==> src/rtl/bus_router.sv <==
// Single-master bus router: decodes the request address into one of NUM_SLAVES regions,
// steers byte lanes, waits for the slave, and issues a one-cycle response or error.
module bus_router #(
    parameter int NUM_SLAVES = 2,
    parameter int ADDR_W     = 32,
    parameter int DATA_W     = 32,
    parameter logic [NUM_SLAVES*ADDR_W-1:0] BASE = {32'h0000_1000, 32'h0000_0000},
    parameter logic [NUM_SLAVES*ADDR_W-1:0] SIZE = {32'hFFFF_F000, 32'h0000_1000},
    parameter int TIMEOUT    = 64
) (
    input  logic                         clk,
    input  logic                         reset,
    input  logic                         req_valid,
    output logic                         req_ready,
    input  logic                         req_we,
    input  logic [1:0]                   req_size,
    input  logic                         req_signed,
    input  logic [ADDR_W-1:0]            req_addr,
    input  logic [DATA_W-1:0]            req_wdata,
    output logic                         resp_valid,
    output logic [DATA_W-1:0]            resp_rdata,
    output logic                         resp_err,
    output logic [NUM_SLAVES-1:0]        s_sel,
    output logic                         s_we,
    output logic [3:0]                   s_be,
    output logic [ADDR_W-1:0]            s_addr,
    output logic [DATA_W-1:0]            s_wdata,
    input  logic [NUM_SLAVES*DATA_W-1:0] s_rdata,
    input  logic [NUM_SLAVES-1:0]        s_ready,
    output logic [ADDR_W-1:0]            fault_addr,
    output logic [7:0]                   fault_count
);

    localparam int CNT_W = $clog2(TIMEOUT);
    localparam logic [CNT_W-1:0] CNT_LAST = CNT_W'(TIMEOUT - 1);

    typedef enum logic [1:0] {S_IDLE, S_WAIT, S_RESP} state_t;

    state_t                  r_state;
    logic [ADDR_W-1:0]       r_addr;
    logic [1:0]              r_size;
    logic                    r_signed;
    logic                    r_we;
    logic [CNT_W-1:0]        r_cnt;
    logic                    r_req_ready;
    logic                    r_resp_valid;
    logic [DATA_W-1:0]       r_resp_rdata;
    logic                    r_resp_err;
    logic [NUM_SLAVES-1:0]   r_sel;
    logic                    r_s_we;
    logic [3:0]              r_s_be;
    logic [ADDR_W-1:0]       r_s_addr;
    logic [DATA_W-1:0]       r_s_wdata;
    logic [ADDR_W-1:0]       r_fault_addr;
    logic [7:0]              r_fault_count;

    logic [NUM_SLAVES-1:0]   w_hit_vec;
    logic [NUM_SLAVES-1:0]   w_hit_onehot;
    logic                    w_hit_any;
    logic [ADDR_W-1:0]       w_hit_base;
    logic                    w_misaligned;
    logic                    w_decode_err;
    logic [3:0]              w_be;
    logic [DATA_W-1:0]       w_wdata;
    logic [DATA_W-1:0]       w_sel_word;
    logic [DATA_W-1:0]       w_shifted;
    logic [DATA_W-1:0]       w_load_data;
    logic                    w_slave_done;
    logic                    w_timeout;
    logic                    w_fault;
    logic [ADDR_W-1:0]       w_fault_addr_next;

    // Region match: address with the region's offset bits masked must equal the base.
    for (genvar gi = 0; gi < NUM_SLAVES; gi++) begin : g_hit
        localparam logic [ADDR_W-1:0] G_BASE = BASE[gi*ADDR_W +: ADDR_W];
        localparam logic [ADDR_W-1:0] G_MASK = ~(SIZE[gi*ADDR_W +: ADDR_W] - ADDR_W'(1));
        assign w_hit_vec[gi] = (req_addr & G_MASK) == G_BASE;
    end

    // Isolating the lowest set bit gives lowest-index priority on overlapping regions.
    assign w_hit_onehot = w_hit_vec & (~w_hit_vec + NUM_SLAVES'(1));
    assign w_hit_any    = |w_hit_vec;

    always_comb begin
        w_hit_base = '0;
        for (int i = 0; i < NUM_SLAVES; i++) begin
            if (w_hit_onehot[i]) w_hit_base = BASE[i*ADDR_W +: ADDR_W];
        end
    end

    always_comb begin
        case (req_size)
            2'd0:    begin w_misaligned = 1'b0;           w_be = 4'b0001 << req_addr[1:0]; w_wdata = {4{req_wdata[7:0]}};  end
            2'd1:    begin w_misaligned = req_addr[0];    w_be = 4'b0011 << req_addr[1:0]; w_wdata = {2{req_wdata[15:0]}}; end
            2'd2:    begin w_misaligned = |req_addr[1:0]; w_be = 4'b1111;                  w_wdata = req_wdata;            end
            default: begin w_misaligned = 1'b1;           w_be = 4'b1111;                  w_wdata = req_wdata;            end
        endcase
    end

    assign w_decode_err = w_misaligned || !w_hit_any;

    always_comb begin
        w_sel_word = '0;
        for (int i = 0; i < NUM_SLAVES; i++) begin
            if (r_sel[i]) w_sel_word = s_rdata[i*DATA_W +: DATA_W];
        end
    end

    assign w_shifted = w_sel_word >> {r_addr[1:0], 3'b000};

    always_comb begin
        case (r_size)
            2'd0:    w_load_data = {{24{r_signed & w_shifted[7]}},  w_shifted[7:0]};
            2'd1:    w_load_data = {{16{r_signed & w_shifted[15]}}, w_shifted[15:0]};
            default: w_load_data = w_shifted;
        endcase
    end

    assign w_slave_done = |(s_ready & r_sel);
    assign w_timeout    = (r_cnt == CNT_LAST);

    assign w_fault = ((r_state == S_IDLE) && req_valid && w_decode_err) ||
                     ((r_state == S_WAIT) && !w_slave_done && w_timeout);
    assign w_fault_addr_next = (r_state == S_IDLE) ? req_addr : r_addr;

    always_ff @(posedge clk) begin
        if (reset) begin
            r_state      <= S_IDLE;
            r_addr       <= '0;
            r_size       <= '0;
            r_signed     <= 1'b0;
            r_we         <= 1'b0;
            r_cnt        <= '0;
            r_req_ready  <= 1'b1;
            r_resp_valid <= 1'b0;
            r_resp_rdata <= '0;
            r_resp_err   <= 1'b0;
            r_sel        <= '0;
            r_s_we       <= 1'b0;
            r_s_be       <= '0;
            r_s_addr     <= '0;
            r_s_wdata    <= '0;
        end else begin
            r_resp_valid <= 1'b0;
            case (r_state)
                S_IDLE: begin
                    if (req_valid) begin
                        r_addr      <= req_addr;
                        r_size      <= req_size;
                        r_signed    <= req_signed;
                        r_we        <= req_we;
                        r_cnt       <= '0;
                        r_req_ready <= 1'b0;
                        if (w_decode_err) begin
                            r_state      <= S_RESP;
                            r_resp_valid <= 1'b1;
                            r_resp_err   <= 1'b1;
                            r_resp_rdata <= '0;
                        end else begin
                            r_state   <= S_WAIT;
                            r_sel     <= w_hit_onehot;
                            r_s_we    <= req_we;
                            r_s_be    <= w_be;
                            r_s_addr  <= req_addr - w_hit_base;
                            r_s_wdata <= w_wdata;
                        end
                    end
                end
                S_WAIT: begin
                    if (w_slave_done || w_timeout) begin
                        r_state      <= S_RESP;
                        r_resp_valid <= 1'b1;
                        r_resp_err   <= !w_slave_done;
                        r_resp_rdata <= (w_slave_done && !r_we) ? w_load_data : '0;
                        r_sel        <= '0;
                        r_s_we       <= 1'b0;
                    end else begin
                        r_cnt <= r_cnt + CNT_W'(1);
                    end
                end
                S_RESP: begin
                    r_state      <= S_IDLE;
                    r_req_ready  <= 1'b1;
                    r_resp_err   <= 1'b0;
                    r_resp_rdata <= '0;
                end
                default: begin
                    r_state     <= S_IDLE;
                    r_req_ready <= 1'b1;
                    r_sel       <= '0;
                    r_s_we      <= 1'b0;
                end
            endcase
        end
    end

    always_ff @(posedge clk) begin
        if (reset) begin
            r_fault_addr  <= '0;
            r_fault_count <= '0;
        end else if (w_fault) begin
            r_fault_addr <= w_fault_addr_next;
            if (r_fault_count != 8'hFF) r_fault_count <= r_fault_count + 8'd1;
        end
    end

    assign req_ready   = r_req_ready;
    assign resp_valid  = r_resp_valid;
    assign resp_rdata  = r_resp_rdata;
    assign resp_err    = r_resp_err;
    assign s_sel       = r_sel;
    assign s_we        = r_s_we;
    assign s_be        = r_s_be;
    assign s_addr      = r_s_addr;
    assign s_wdata     = r_s_wdata;
    assign fault_addr  = r_fault_addr;
    assign fault_count = r_fault_count;

endmodule

==> config.mk <==
export PLATFORM = sky130hd
export DESIGN_NAME = bus_router
export DESIGN_NICKNAME = d
export VERILOG_FILES = /design/src/rtl/bus_router.sv
export SDC_FILE = /design/constraint.sdc
export NUM_CORES = 1
export LEC_CHECK = 0
export CORE_MARGIN = 4
export CORE_UTILIZATION = 50
export CTS_BUF_LIST = sky130_fd_sc_hd__clkbuf_4
export DETAILED_ROUTE_END_ITERATION = 10
export PLACE_DENSITY_LB_ADDON = 0.3
export SLEW_MARGIN = 20
export SYNTH_ARGS = -nofsm -noshare
export SYNTH_HDL_FRONTEND = slang
export SYNTH_SLANG_ARGS = --single-unit
export TNS_END_PERCENT = 30
==> constraint.sdc <==
create_clock -name clk -period 6.65 [get_ports clk]
set_clock_uncertainty 0.15 [all_clocks]
set_input_delay 0.9975 -clock clk [delete_from_list [all_inputs] [get_ports clk]]
set_output_delay 0.9975 -clock clk [all_outputs]
set_load 0.01 [all_outputs]
# Yosys cells after proc, flatten, opt, wreduce, memory -nomap -nowiden
# Cells that the tools add are included.
# classes
reduce_logical	28
n_eq_ne	12
n_addsub	4
shift	3
mux	38
n_bitwise	8
# ops
cell	n
$mux 32	7
$pmux 32 s2	2
$pmux 32 s3	1
$logic_not 32->1	1
$shr 32x5->32	1
$sub 32x13->32	1
$mux 13	1
$mux 2	6
$mux 6	2
$pmux 6 s2	1
$mux 1	10
$pmux 1 s3	3
$add 8x1->8 const B	1
$ne 2x2->1 const B	4
$ne 8x8->1 const B	1
$pmux 4 s2	1
$reduce_and 2->1	4
$reduce_and 4->1	2
$add 6x1->6 const B	1
$eq 2x1->1 const B	3
$eq 6x6->1 const B	1
$logic_not 2->1	3
$pmux 2 s3	1
$reduce_and 3->1	2
other kinds (17)	33
# totals
reg_bits	190
elab_cells	110

# Depth between registers and ports, before layout
# Gate-level depths: netlist (run 1).
# logic_depth
word_depth	8
depth_mapped	10

# Worst setup path after synthesis (run 1)
# No wires, ideal clock.
# synth_timing
path_kind	input -> register
start	in req_addr[22]
end	reg r_s_we (netlist: s_we)
setup_time_ns	0.070
cell_stages	6
arrival_ns	2.773
path_slack_ns	3.656
t_required_ns	6.430
n_path_buf	0
path_cell_list	or4_4 -> nand2b_4 -> o31ai_4 -> a31oi_1 -> or4b_1 -> a21oi_1
# synth_between
elab_chain_len	6
# synth_rtl
element	line	rtl
start: declaration	18	input logic [ADDR_W-1:0] req_addr,
$logic_not 32->1	77	assign w_hit_vec[gi] = (req_addr & G_MASK) == G_BASE;
$reduce_or 2->1	82	assign w_hit_any = |w_hit_vec;
$logic_not 1->1	100	assign w_decode_err = w_misaligned || !w_hit_any;
$logic_or 1x1->1	100	
$ne 2x2->1 (no line)	-	
$reduce_and 4->1 (no line)	-	
end signal: assignment	162	r_s_we <= req_we;
end: declaration	50	logic r_s_we;
# Every way passes these cells.
# A chain may end at the register's enable or synchronous reset.

# Worst setup path in the final report (run 1)
# layout_timing
start	in req_addr[16]
end	reg r_s_be[2] (netlist: s_be[2])
# layout_between
elab_chain_len	6
# layout_rtl
element	line	rtl
$logic_not 32->1	77	
$reduce_or 2->1	82	
$logic_not 1->1	100	
$logic_or 1x1->1	100	
$not 1->1 (no line)	-	
$reduce_and 3->1 (no line)	-	
end signal: assignment	163	r_s_be <= w_be;
end: declaration	51	logic [3:0] r_s_be;
# Every way passes these cells.

==> Implementation_results.wiki, run 1 <==
{| class="wikitable"
! Metric !! Value
|-
| Class of the most critical hold timing path || reg2reg
|-
| Die outline area || about 0.019 mm^2
|-
| Kind of end point of the critical path || flip-flop
|-
| Seq pwr share || 0.521
|-
| Worst endpoint data arrival time || between 4000 and 5000 ps
|-
| Hold Buf Count CTS || 0
|-
| Setup violators final || 0
|-
| Most instantiated flip-flop cell in the synthesis netlist || sky130_fd_sc_hd__dfxtp_1
|-
| Weighted congestion at the end of routability-driven global placement || 0.8748
|-
| Via count of the first global-routing pass || around 7700
|-
| All-Layer GR Usage || 0.2739
|-
| Number of synthesized register bits || between 150 and 200
|-
| Avg Cell Area, Syn || ~8.4 um^2
|-
| Most area-consuming cells after synthesis || sky130_fd_sc_hd__dfxtp_1, sky130_fd_sc_hd__nand2_1, sky130_fd_sc_hd__a21oi_1
|-
| Worst hold stages || 2
|-
| Share of final-layout standard cells stronger than drive strength 1 || 0.05032
|-
| Maximum number of pins on one net before global-route repair || between 90 and 100
|-
| DRT Pass-1 Iters || 5
|-
| Starting DRT DRC Count || roughly 900
|-
| Hold Violations, Final || 0
|-
| Share of the synthesized area in the top cell type || 0.4585
|-
| Setup CP Type || in2reg
|-
| Total area of multi-input combinational cells || ~0.004 mm^2
|-
| Endpoint of the worst hold path || r_addr[9]$_SDFFE_PP0P_
|-
| Wire length after detailed routing || about 27000 um
|-
| Total congestion overflow after global routing || 0
|-
| TritonCTS clock tree || built
|-
| Count of standard-cell rows || 46
|-
| Depth of the CTS H-tree || 4
|-
| Worst reg2reg path depth || 7
|-
| Cell-internal power || roughly 1.7 mW
|-
| Reg-to-reg critical path endpoint || resp_rdata[30]$_SDFFE_PP0P_
|-
| Peak ir drop on the vdd network || ~0.11 mV
|-
| Combinational fraction of design power || 0.196
|-
| Share of synthesized registers carrying an async set or reset || 0
|-
| Warnings from Yosys || 0
|-
| Library cell used as clock root buffer || sky130_fd_sc_hd__clkbuf_4
|-
| Vias/cell || approximately 5.8
|-
| Die extent in y || around 140 um
|-
| Crit Path Max Fanout || 24
|-
| Antenna violations before repair || 1
|-
| Starting density of the core || 0.5166
|-
| Width of the chip || ~140 um
|-
| CTS Buf Count || 17
|-
| Cell count after synthesis || ~990
|-
| Synthesis-to-layout area growth || 38.30%
|-
| Transition time at the pin with the least slew margin || between 1000 and 1500 ps
|-
| First-pass GRT wire length || 40750 um
|-
| Skew-Pair Late Insertion Delay || about 550 ps
|-
| Share of the clock period used by the worst path after layout || 0.6105
|-
| Post-synthesis cell type with the largest combined area || sky130_fd_sc_hd__dfxtp_1
|-
| Number of buffer cells added on primary ports || ~280
|-
| DP HPWL || 19030 um
|-
| Post-CTS Repair Setup Buffers || 0
|-
| Clock period minus worst slack || 4060 ps
|-
| Worst slew margin relative to its limit || 0.2797
|-
| Residual antenna-violating net count after detailed routing || 0
|-
| Power Dens Cells || about 210 mW/mm^2
|-
| Number of violations of the max-capacitance limit || 0
|-
| Flop2flop setup slack || 3290 ps
|-
| Summed negative setup slack over all endpoints || 0 ps
|-
| Post-layout nets || approximately 1400
|-
| Post-Syn Nets || between 1000 and 1500
|-
| DRC Markers || 0
|-
| P_sw || about 0.65 mW
|-
| Total chip power || about 2.4 mW
|-
| Reg clk slew, reported paths || ~130 ps
|-
| Post-CTS resize count || 0
|-
| Num ports || about 280
|-
| Netlist Area Pre-Place || between 0.008 and 0.009 mm^2
|-
| Fill cell total of the finished layout || between 1000 and 1500
|-
| Origin of the worst min-delay path || r_addr[9]$_SDFFE_PP0P_
|-
| Core region area || 0.01606 mm^2
|-
| Count of different cell masters after synthesis || slightly below 60
|-
| Count of flip-flops with a built-in enable after synthesis || 0
|-
| TritonCTS sink count || 190
|-
| Setup repair after global routing missed its margin || no
|-
| Startpoint of the lowest-slack register-to-register path || s_sel[1]$_SDFFE_PP0P_
|-
| Data required time at the worst endpoint || roughly 7000 ps
|-
| Number of buffers on the longest clock path || 2
|-
| Post-synthesis sequential area ratio || 0.4585
|-
| Post-DR wirelength/cell || about 19 um
|-
| Number of pins with negative max-slew slack in the final report || 0
|-
| Clock network fraction of total power || 0.282
|-
| Switch share || 0.2730
|-
| Fmax || roughly 0.25 GHz
|-
| Leak pwr || between 4 and 5 nW
|-
| Result of the run || finished clean
|-
| Routed vias || roughly 8400
|-
| Sequential cell area in the final layout || between 0.003 and 0.004 mm^2
|-
| CP startpoint kind || input pin
|}
[cell usage after synthesis (6+ instances only)]
cell type / count
sky130_fd_sc_hd__a211oi_1: 24
sky130_fd_sc_hd__a21oi_1: 91
sky130_fd_sc_hd__a221o_1: 21
sky130_fd_sc_hd__a22o_1: 24
sky130_fd_sc_hd__a22oi_1: 23
sky130_fd_sc_hd__a311oi_1: 41
sky130_fd_sc_hd__buf_1: 6
sky130_fd_sc_hd__buf_2: 13
sky130_fd_sc_hd__buf_4: 6
sky130_fd_sc_hd__clkbuf_1: 62
sky130_fd_sc_hd__dfxtp_1: 190
sky130_fd_sc_hd__inv_1: 8
sky130_fd_sc_hd__mux2_2: 7
sky130_fd_sc_hd__mux2i_1: 19
sky130_fd_sc_hd__nand2_1: 198
sky130_fd_sc_hd__nand3_1: 9
sky130_fd_sc_hd__nor2_1: 88
sky130_fd_sc_hd__nor3_1: 11
sky130_fd_sc_hd__nor4_1: 7
sky130_fd_sc_hd__o211ai_1: 8
sky130_fd_sc_hd__o21ai_0: 57
sky130_fd_sc_hd__o221ai_1: 7
sky130_fd_sc_hd__xnor2_1: 7
sky130_fd_sc_hd__xor2_1: 7
[flip-flops by register name, summed over array words and instances, names as in the netlist, 2 cells and up]
| signal | cells |
|---|---|
| fault_addr | 32 |
| r_addr | 32 |
| resp_rdata | 32 |
| s_addr | 32 |
| s_wdata | 32 |
| fault_count | 8 |
| r_cnt | 6 |
| s_be | 4 |
| r_size | 2 |
| r_state | 2 |
| s_sel | 2 |
[through the flow]
stage / utilization / instance area (um^2) / setup WS, ps / instances / hold slack [ps]
floorplan: - / 8295 / 3656 / 993 / 282.9
finish: 0.7144 / 11470 / 2590 / 1449 / 311.3
global placement: 0.6935 / 11140 / 2152 / 1417 / 288.1
CTS: 0.7122 / 11440 / 2730 / 1447 / 312.4
detailed placement: 0.6938 / 11140 / 2131 / 1417 / 293.4
global route: 0.7144 / 11470 / 2486 / 1449 / 329.8
[cell type report]
cell class | instances | share of cell area
multi-input cells | 706 | 0.3588
flip-flops and latches | 190 | 0.3316
repair buffers | 296 | 0.2567
well taps | 216 | 0.02356
clock buffers | 20 | 0.01309
clock inverters | 10 | 0.01276
inverters | 10 | 0.003272
diodes | 1 | 0.0002181
[routing by layer]
metal  GRT usage  wire [um]  vias to the layer above
li1            -          -                     4036
met1      0.3413      10700                     3944
met2      0.4480      12710                      394
met3     0.08713       2777                       55
met4     0.09701        663                        0
met5           0          0                        -
[power by group through the flow]
stage	Sequential (mW)	Combinational, mW	Clock (mW)
2_1_floorplan	1.27	0.206	0
3_3_place_gp	1.26	0.451	0
3_5_place_dp	1.26	0.458	0
4_1_cts	1.24	0.461	0.683
5_1_grt	1.24	0.505	0.726
6_report	1.24	0.465	0.669
[worst max-delay path by stage]
stage | start | to | slack [ps] | depth (start not counted)
6_report | req_addr[16] | s_be[2]$_SDFFE_PP0P_ | 2590 | 8
5_1_grt | req_addr[16] | s_be[2]$_SDFFE_PP0P_ | 2490 | 8
4_1_cts | req_addr[16] | s_be[2]$_SDFFE_PP0P_ | 2730 | 8
3_5_place_dp | req_addr[16] | s_be[2]$_SDFFE_PP0P_ | 2130 | 8
3_3_place_gp | req_addr[16] | resp_rdata[4]$_SDFFE_PP0P_ | 2150 | 8
2_1_floorplan | req_addr[22] | s_we$_SDFFE_PP0P_ | 3660 | 6
[cells by family (layout without fill, tap and decap cells)]
logic type,after synthesis,in the layout,share of synthesized area
compound gates,313,313,0.2602
xor+xnor,14,14,0.01478
fa+ha+maj,3,3,0.004525
buf+inv,97,336,0.04857
flops,190,190,0.4585
mux,27,27,0.03514
other cells,1,2,0.0004521
simple gates,348,348,0.1778
[cell usage in the layout (no fill, tap or decap), types with 2 or more instances in the layout]
master	instances
sky130_fd_sc_hd__clkinv_1	5
sky130_fd_sc_hd__o21ai_0	57
sky130_fd_sc_hd__inv_1	8
sky130_fd_sc_hd__nor2b_1	3
sky130_fd_sc_hd__dfxtp_1	190
sky130_fd_sc_hd__xnor2_1	7
sky130_fd_sc_hd__clkbuf_4	20
sky130_fd_sc_hd__mux2_2	7
sky130_fd_sc_hd__nor3b_1	2
sky130_fd_sc_hd__a221o_1	21
sky130_fd_sc_hd__xor2_1	7
sky130_fd_sc_hd__ha_1	3
sky130_fd_sc_hd__a211oi_1	24
sky130_fd_sc_hd__nand2_1	198
sky130_fd_sc_hd__o221ai_1	7
sky130_fd_sc_hd__o2bb2ai_1	2
sky130_fd_sc_hd__nand4_1	4
sky130_fd_sc_hd__or4b_1	2
sky130_fd_sc_hd__clkinv_2	3
sky130_fd_sc_hd__bufinv_16	4
sky130_fd_sc_hd__o211ai_1	8
sky130_fd_sc_hd__buf_4	14
sky130_fd_sc_hd__nor3_1	11
sky130_fd_sc_hd__nor2_1	86
sky130_fd_sc_hd__nor4_1	7
sky130_fd_sc_hd__and3_1	5
sky130_fd_sc_hd__a21oi_1	91
sky130_fd_sc_hd__o21ai_1	2
sky130_fd_sc_hd__and2_1	3
sky130_fd_sc_hd__nand3_1	9
sky130_fd_sc_hd__a221oi_1	2
sky130_fd_sc_hd__a311oi_1	41
sky130_fd_sc_hd__a22o_1	24
sky130_fd_sc_hd__clkdlybuf4s50_1	281
sky130_fd_sc_hd__nand2b_1	5
sky130_fd_sc_hd__a22oi_1	23
sky130_fd_sc_hd__mux2i_1	19
[worst max-delay path: stages]
cell                              delay [ps]
sky130_fd_sc_hd__clkdlybuf4s50_1         500
sky130_fd_sc_hd__nor4_1                  620
sky130_fd_sc_hd__nand3_1                 290
sky130_fd_sc_hd__o31ai_4                 510
sky130_fd_sc_hd__nand2_1                 690
sky130_fd_sc_hd__buf_4                   450
sky130_fd_sc_hd__nor3_1                  180
sky130_fd_sc_hd__nor3_1                   60
Note: power is estimated with default switching activity, not from simulation.
==> inputs of run 2 (changes only) <==
- CORE_UTILIZATION: 50 -> 43
- clock period: 6.65 -> 3.3 ns (I/O delays scaled with it)
==> run 2 against run 1 <==
Against the previous run:
- sequential cell count stayed put
- first-iteration DRC count is 41% lower
- register-to-register slack worse by 3000 ps
- core utilization is 9.0 points lower
- clock power is 100% higher
- die area is 15% higher
- count of clock-buffer cells in the layout is 2 lower
- largest power group unchanged
- highest routed layer unchanged
==> Implementation_results.wiki, run 2 (synthesis gave the netlist of run 1 again) <==
{| class="wikitable"
! Metric !! Value
|-
| First-pass GRT wire length || around 43000 um
|-
| Reg clk slew, reported paths || between 150 and 200 ps
|-
| TritonCTS clock tree || built
|-
| Peak ir drop on the vdd network || between 0.2 and 0.25 mV
|-
| Startpoint of the lowest-slack register-to-register path || s_sel[1]$_SDFFE_PP0P_
|-
| Top cell family by delay on the critical path || compound AO/OA/AOI/OAI gates
|-
| Post-CTS resize count || 0
|-
| Setup violators final || 0
|-
| Worst endpoint data arrival time || 3350 ps
|-
| DRT Pass-1 Iters || 5
|-
| Total area of multi-input combinational cells || 0.004105 mm^2
|-
| Share of final-layout standard cells stronger than drive strength 1 || 0.07375
|-
| Share of the clock period used by the worst path after layout || 0.9044
|-
| DP HPWL || approximately 20000 um
|-
| Starting DRT DRC Count || between 500 and 600
|-
| Wire length after detailed routing || between 20000 and 30000 um
|-
| DRC Markers || 0
|-
| Crit path depth || 6
|-
| All-Layer GR Usage || 0.2421
|-
| Num ports || 283
|-
| Slowest library cell on the worst path || sky130_fd_sc_hd__a311oi_2
|-
| Weighted congestion at the end of routability-driven global placement || slightly below 0.9
|-
| Class of the most critical hold timing path || in2reg
|-
| CTS Buf Count || 17
|-
| Fill cell total of the finished layout || around 1700
|-
| Die outline area || 0.02158 mm^2
|-
| Post-layout nets || ~1400
|-
| Total length of routed met3 wires || roughly 2600 um
|-
| Core region area || ~0.019 mm^2
|-
| Skew-Pair Late Insertion Delay || 570 ps
|-
| Transition time at the pin with the least slew margin || roughly 1100 ps
|-
| Post-CTS Repair Setup Buffers || 0
|-
| Fin worst setup slack || 315.4 ps
|-
| Met2 Routed Length || approximately 13000 um
|-
| Post-DR wirelength/cell || 17.82 um
|-
| Max Used Layer || met4
|-
| Worst reg2reg path depth || 6
|-
| Width of the chip || about 150 um
|-
| Total congestion overflow after global routing || 0
|-
| Worst slew margin relative to its limit || 0.2679
|-
| Fmax || ~0.34 GHz
|-
| Reg-to-reg critical path endpoint || resp_rdata[26]$_SDFFE_PP0P_
|-
| Data required time at the worst endpoint || approximately 3700 ps
|-
| Worst-path cell chain || buf_4 -> a22o_1 -> mux4_2 -> nand3_2 -> a311oi_2 -> a221o_1
|-
| Antenna violations before repair || 1
|-
| Number of buffer cells added on primary ports || about 280
|-
| Routed vias || approximately 8300
|-
| Met1 WL || ~12000 um
|-
| End-of-flow core utilization || 0.6248
|-
| Residual antenna-violating net count after detailed routing || 0
|-
| Setup repair after global routing missed its margin || no
|-
| Number of buffers on the longest clock path || 2
|-
| Result of the run || finished clean
|-
| Crit Path Max Fanout || 30
|-
| Count of standard-cell rows || 50
|-
| Clock period minus worst slack || a little under 3000 ps
|-
| Die extent in y || 146.9 um
|-
| Largest incremental delay on the critical path || around 930 ps
|-
| Number of pins with negative max-slew slack in the final report || 0
|-
| Hold Buf Count CTS || 0
|-
| Depth of the CTS H-tree || 4
|-
| Vias/cell || 5.476
|-
| Post-place setup slack || ~30 ps
|-
| Crit path capture || resp_rdata[26]$_SDFFE_PP0P_
|-
| Sequential cell area in the final layout || between 0.003 and 0.004 mm^2
|-
| Flop2flop setup slack || roughly 320 ps
|-
| Crit path buffers/inverters || 1
|-
| Most common cell after layout, fill and taps aside || sky130_fd_sc_hd__clkdlybuf4s50_1
|-
| Via count of the first global-routing pass || slightly below 8000
|-
| TritonCTS sink count || 190
|-
| Setup CP Type || reg2reg
|-
| Kind of end point of the critical path || flip-flop
|-
| Total chip power || 4.797 mW
|-
| Power Dens Cells || 407.7 mW/mm^2
|-
| Synthesis-to-layout area growth || 41.82%
|-
| Beginning of the critical path || s_sel[1]$_SDFFE_PP0P_
|-
| CP startpoint kind || flip-flop
|-
| Library cell used as clock root buffer || sky130_fd_sc_hd__clkbuf_4
|-
| Leak pwr || about 4.1 nW
|-
| Summed negative setup slack over all endpoints || 0 ps
|-
| Number of violations of the max-capacitance limit || 0
|-
| Starting density of the core || 0.4405
|-
| Most used cells in the layout excluding fill and tap cells || sky130_fd_sc_hd__clkdlybuf4s50_1, sky130_fd_sc_hd__nand2_1, sky130_fd_sc_hd__dfxtp_1
|-
| Maximum number of pins on one net before global-route repair || 89
|-
| Hold Violations, Final || 0
|}
## run 2: cell types whose count changed in the layout (fill, tap and decap cells not counted), sizes merged
cell / previous run / this run
buf: 15 / 42
clkinvlp: 0 / 4
bufinv: 4 / 3
inv: 8 / 10
clkbuf: 20 / 18
clkinv: 8 / 7
## run 2: stage by stage
| step | cell area (um^2) | instances | hold WS [ps] |
|---|---|---|---|
| after floorplan | 8295 | 993 | 282.9 |
| after detailed placement | 11460 | 1489 | 293.4 |
| after global routing | 11770 | 1522 | 184.9 |
| final | 11770 | 1522 | 210.5 |
| after CTS | 11760 | 1521 | 182.0 |
| after global placement | 11460 | 1489 | 288.7 |
## run 2: worst min path at each step
stage | start | endpoint | slack [ps] | cells past startpoint
3_3_place_gp | r_addr[2]$_SDFFE_PP0P_ | r_addr[2]$_SDFFE_PP0P_ | 290 | 2
6_report | reset | resp_rdata[7]$_SDFFE_PP0P_ | 210 | 3
5_1_grt | reset | resp_rdata[7]$_SDFFE_PP0P_ | 180 | 3
3_5_place_dp | r_addr[12]$_SDFFE_PP0P_ | r_addr[12]$_SDFFE_PP0P_ | 290 | 2
2_1_floorplan | r_addr[10]$_SDFFE_PP0P_ | r_addr[10]$_SDFFE_PP0P_ | 280 | 2
4_1_cts | reset | resp_rdata[7]$_SDFFE_PP0P_ | 180 | 3
## run 2: where the power goes
part	switching [mW]	leakage (nW)	total (mW)	internal, mW
registers	0.0688	1.55	2.48	2.41
clock network	0.812	0.152	1.34	0.532
logic	0.494	2.45	0.970	0.477
## run 2: cell type report
| type | count | area share |
|---|---|---|
| sequential | 190 | 0.3233 |
| inverter | 10 | 0.003190 |
| timing repair buffer | 323 | 0.2712 |
| antenna | 1 | 0.0002127 |
| multi-input combinational | 706 | 0.3489 |
| tap | 260 | 0.02765 |
| clock inverter | 14 | 0.01404 |
| clock buffer | 18 | 0.01149 |
## run 2: worst min-delay path, stage by stage
cell and delay (ps):
sky130_fd_sc_hd__buf_4 110, sky130_fd_sc_hd__nor4_2 100, sky130_fd_sc_hd__a22o_1 210
## run 2: routing by layer
layer,vias to the layer above,track usage
li1,4081,-
met1,3914,0.3155
met2,319,0.3835
met3,20,0.08914
met4,0,0.05965
met5,-,0
==> inputs of run 3 (changes only) <==
==> constraint.sdc (replaced) <==
create_clock -name clk -period 3.3 [get_ports clk]
set_clock_uncertainty 0.15 [all_clocks]
set_input_delay 0.66 -clock clk [delete_from_list [all_inputs] [get_ports clk]]
set_output_delay 0.66 -clock clk [all_outputs]
set_load 0.01 [all_outputs]
==> run 3 against run 2 <==
Against the previous run:
- combinational power up 2%
- non-clock buffer count up 11
- worst hold slack better by 100 ps
- global-route usage grew 0.22 points
- worst setup slack better by 62 ps
- critical endpoint is now resp_rdata[29]$_SDFFE_PP0P_
- clock power down 17%
- first-iteration DRC count down 13%
- sequential cell count stayed put
- maximum frequency increased by 2.1%
==> Implementation_results.wiki, run 3 (synthesis gave the netlist of run 1 again) <==
{| class="wikitable"
! Metric !! Value
|-
| Result of the run || finished clean
|-
| Vias/cell || about 5.5
|-
| Total congestion overflow after global routing || 0
|-
| Placed instance area || about 0.012 mm^2
|-
| Skew-Pair Late Insertion Delay || around 600 ps
|-
| Summed negative setup slack over all endpoints || 0 ps
|-
| Share of final-layout standard cells stronger than drive strength 1 || 0.07862
|-
| Number of pins with negative max-slew slack in the final report || 0
|-
| Clock period minus worst slack || 2923 ps
|-
| P_sw || about 1.4 mW
|-
| Die extent in y || 146.9 um
|-
| Post-DR wirelength/cell || ~18 um
|-
| First-pass GRT wire length || 43000 um
|-
| Via count of the first global-routing pass || roughly 8000
|-
| End-of-flow core utilization || 0.6256
|-
| Core region area || ~0.019 mm^2
|-
| All-Layer GR Usage || 0.2442
|-
| Kind of end point of the critical path || flip-flop
|-
| Layout Cell Area excl Fill || 0.01178 mm^2
|-
| Switch share || 0.2980
|-
| Share of the clock period used by the worst path after layout || 0.8857
|-
| Most common cell after layout, fill and taps aside || sky130_fd_sc_hd__clkdlybuf4s50_1
|-
| Number of buffers on the longest clock path || 2
|-
| Transition time at the pin with the least slew margin || a little over 1000 ps
|-
| TritonCTS clock tree || built
|-
| Post-CTS resize count || 0
|-
| Setup CP Type || reg2reg
|-
| Post-layout nets || between 1000 and 1500
|-
| Cell-internal power || between 3 and 4 mW
|-
| Die outline area || ~0.022 mm^2
|-
| DRC Markers || 0
|-
| Hold Violations, Final || 0
|-
| CTS Buf Count || 17
|-
| Post-layout instance count excluding filler cells || between 1500 and 2000
|-
| Fmax || 0.3421 GHz
|-
| Maximum number of pins on one net before global-route repair || between 70 and 80
|-
| Depth of the CTS H-tree || 4
|-
| Seq pwr share || 0.542
|-
| DP HPWL || roughly 20000 um
|-
| Clock network fraction of total power || 0.243
|-
| Leak pwr || between 4 and 5 nW
|-
| Residual antenna-violating net count after detailed routing || 0
|-
| DRT Pass-1 Iters || 5
|-
| Setup violators final || 0
|-
| Synthesis-to-layout area growth || 42.01%
|-
| Worst endpoint data arrival time || 3300 ps
|-
| Library cell used as clock root buffer || sky130_fd_sc_hd__clkbuf_4
|-
| Power Dens Cells || 388.7 mW/mm^2
|-
| Count of standard-cell rows || 50
|-
| Number of buffer cells added on primary ports || ~280
|-
| Post-CTS Repair Setup Buffers || 0
|-
| Class of the most critical hold timing path || reg2reg
|-
| Hold Buf Count CTS || 0
|-
| Inst Count DP || 1500
|-
| CP startpoint kind || flip-flop
|-
| Peak ir drop on the vdd network || 0.1971 mV
|-
| Starting DRT DRC Count || roughly 450
|-
| Setup repair after global routing missed its margin || no
|-
| Data required time at the worst endpoint || approximately 3700 ps
|-
| Weighted congestion at the end of routability-driven global placement || between 0.8 and 0.9
|-
| Num ports || 283
|-
| Worst slew margin relative to its limit || 0.3108
|-
| Combinational fraction of design power || 0.215
|-
| Most used cells in the layout excluding fill and tap cells || sky130_fd_sc_hd__clkdlybuf4s50_1, sky130_fd_sc_hd__nand2_1, sky130_fd_sc_hd__dfxtp_1
|-
| Starting density of the core || 0.4405
|-
| Antenna violations before repair || 1
|-
| Routed vias || roughly 8400
|-
| Crit Path Max Fanout || 30
|-
| Number of violations of the max-capacitance limit || 0
|-
| Width of the chip || around 150 um
|-
| Hold slack || roughly 310 ps
|-
| Wire length after detailed routing || around 27000 um
|-
| Reg clk slew, reported paths || about 160 ps
|-
| TritonCTS sink count || 190
|}
[run 3: changes by cell type in the layout (fill, tap and decap cells not counted)]
cell / delta
sky130_fd_sc_hd__clkinvlp_4: -2
sky130_fd_sc_hd__bufinv_16: -3
sky130_fd_sc_hd__clkbuf_4: +2
sky130_fd_sc_hd__buf_4: +10
sky130_fd_sc_hd__clkinv_1: +4
sky130_fd_sc_hd__clkinv_2: -1
sky130_fd_sc_hd__buf_12: +1
[run 3: final cells by class]
type | instances | area (um^2)
Fill cell | 1679 | 7051
Multi-Input combinational cell | 706 | 4105
Sequential cell | 190 | 3804
Timing Repair Buffer | 334 | 3286
Tap cell | 260 | 325.3
Clock buffer | 20 | 150.1
Clock inverter | 12 | 70.07
Inverter | 10 | 37.54
Antenna cell | 1 | 2.502
[run 3: power groups by stage]
stage / registers (mW) / clock network [mW] / logic [mW]
2_1_floorplan: 2.56 / 0 / 0.416
3_3_place_gp: 2.53 / 0 / 0.977
3_5_place_dp: 2.53 / 0 / 0.985
4_1_cts: 2.48 / 1.13 / 0.989
5_1_grt: 2.50 / 1.23 / 1.08
6_report: 2.48 / 1.11 / 0.987
[run 3: per-layer routing]
metal | routed length [um] | track usage
met5 | 0 | 0
met4 | 455 | 0.06011
met3 | 2858 | 0.09439
met2 | 12430 | 0.3904
met1 | 11540 | 0.3127
[run 3: worst paths after layout]
check	endpoint	cells past startpoint	slack, ps	start
worst max-delay path	resp_rdata[29]$_SDFFE_PP0P_	6	380	s_sel[1]$_SDFFE_PP0P_
worst min-delay path	r_addr[11]$_SDFFE_PP0P_	2	310	r_addr[11]$_SDFFE_PP0P_
worst max register to register	resp_rdata[29]$_SDFFE_PP0P_	6	380	s_sel[1]$_SDFFE_PP0P_
worst min register to register	r_addr[11]$_SDFFE_PP0P_	2	310	r_addr[11]$_SDFFE_PP0P_
[run 3: through the flow]
stage	total power [mW]	setup slack, ps
after global routing	4.802	200.1
after global placement	3.504	78.33
after detailed placement	3.516	26.40
final	4.579	377.2
after floorplan	2.974	643.7
after CTS	4.605	412.2
[run 3: worst max-delay path, stage by stage, from the launching register on]
cell                       delay [ps]
sky130_fd_sc_hd__dfxtp_1          520
sky130_fd_sc_hd__buf_4            360
sky130_fd_sc_hd__a22o_1           240
sky130_fd_sc_hd__mux4_2           280
sky130_fd_sc_hd__nand3_2          180
sky130_fd_sc_hd__a311oi_2         890
sky130_fd_sc_hd__a221o_1          220
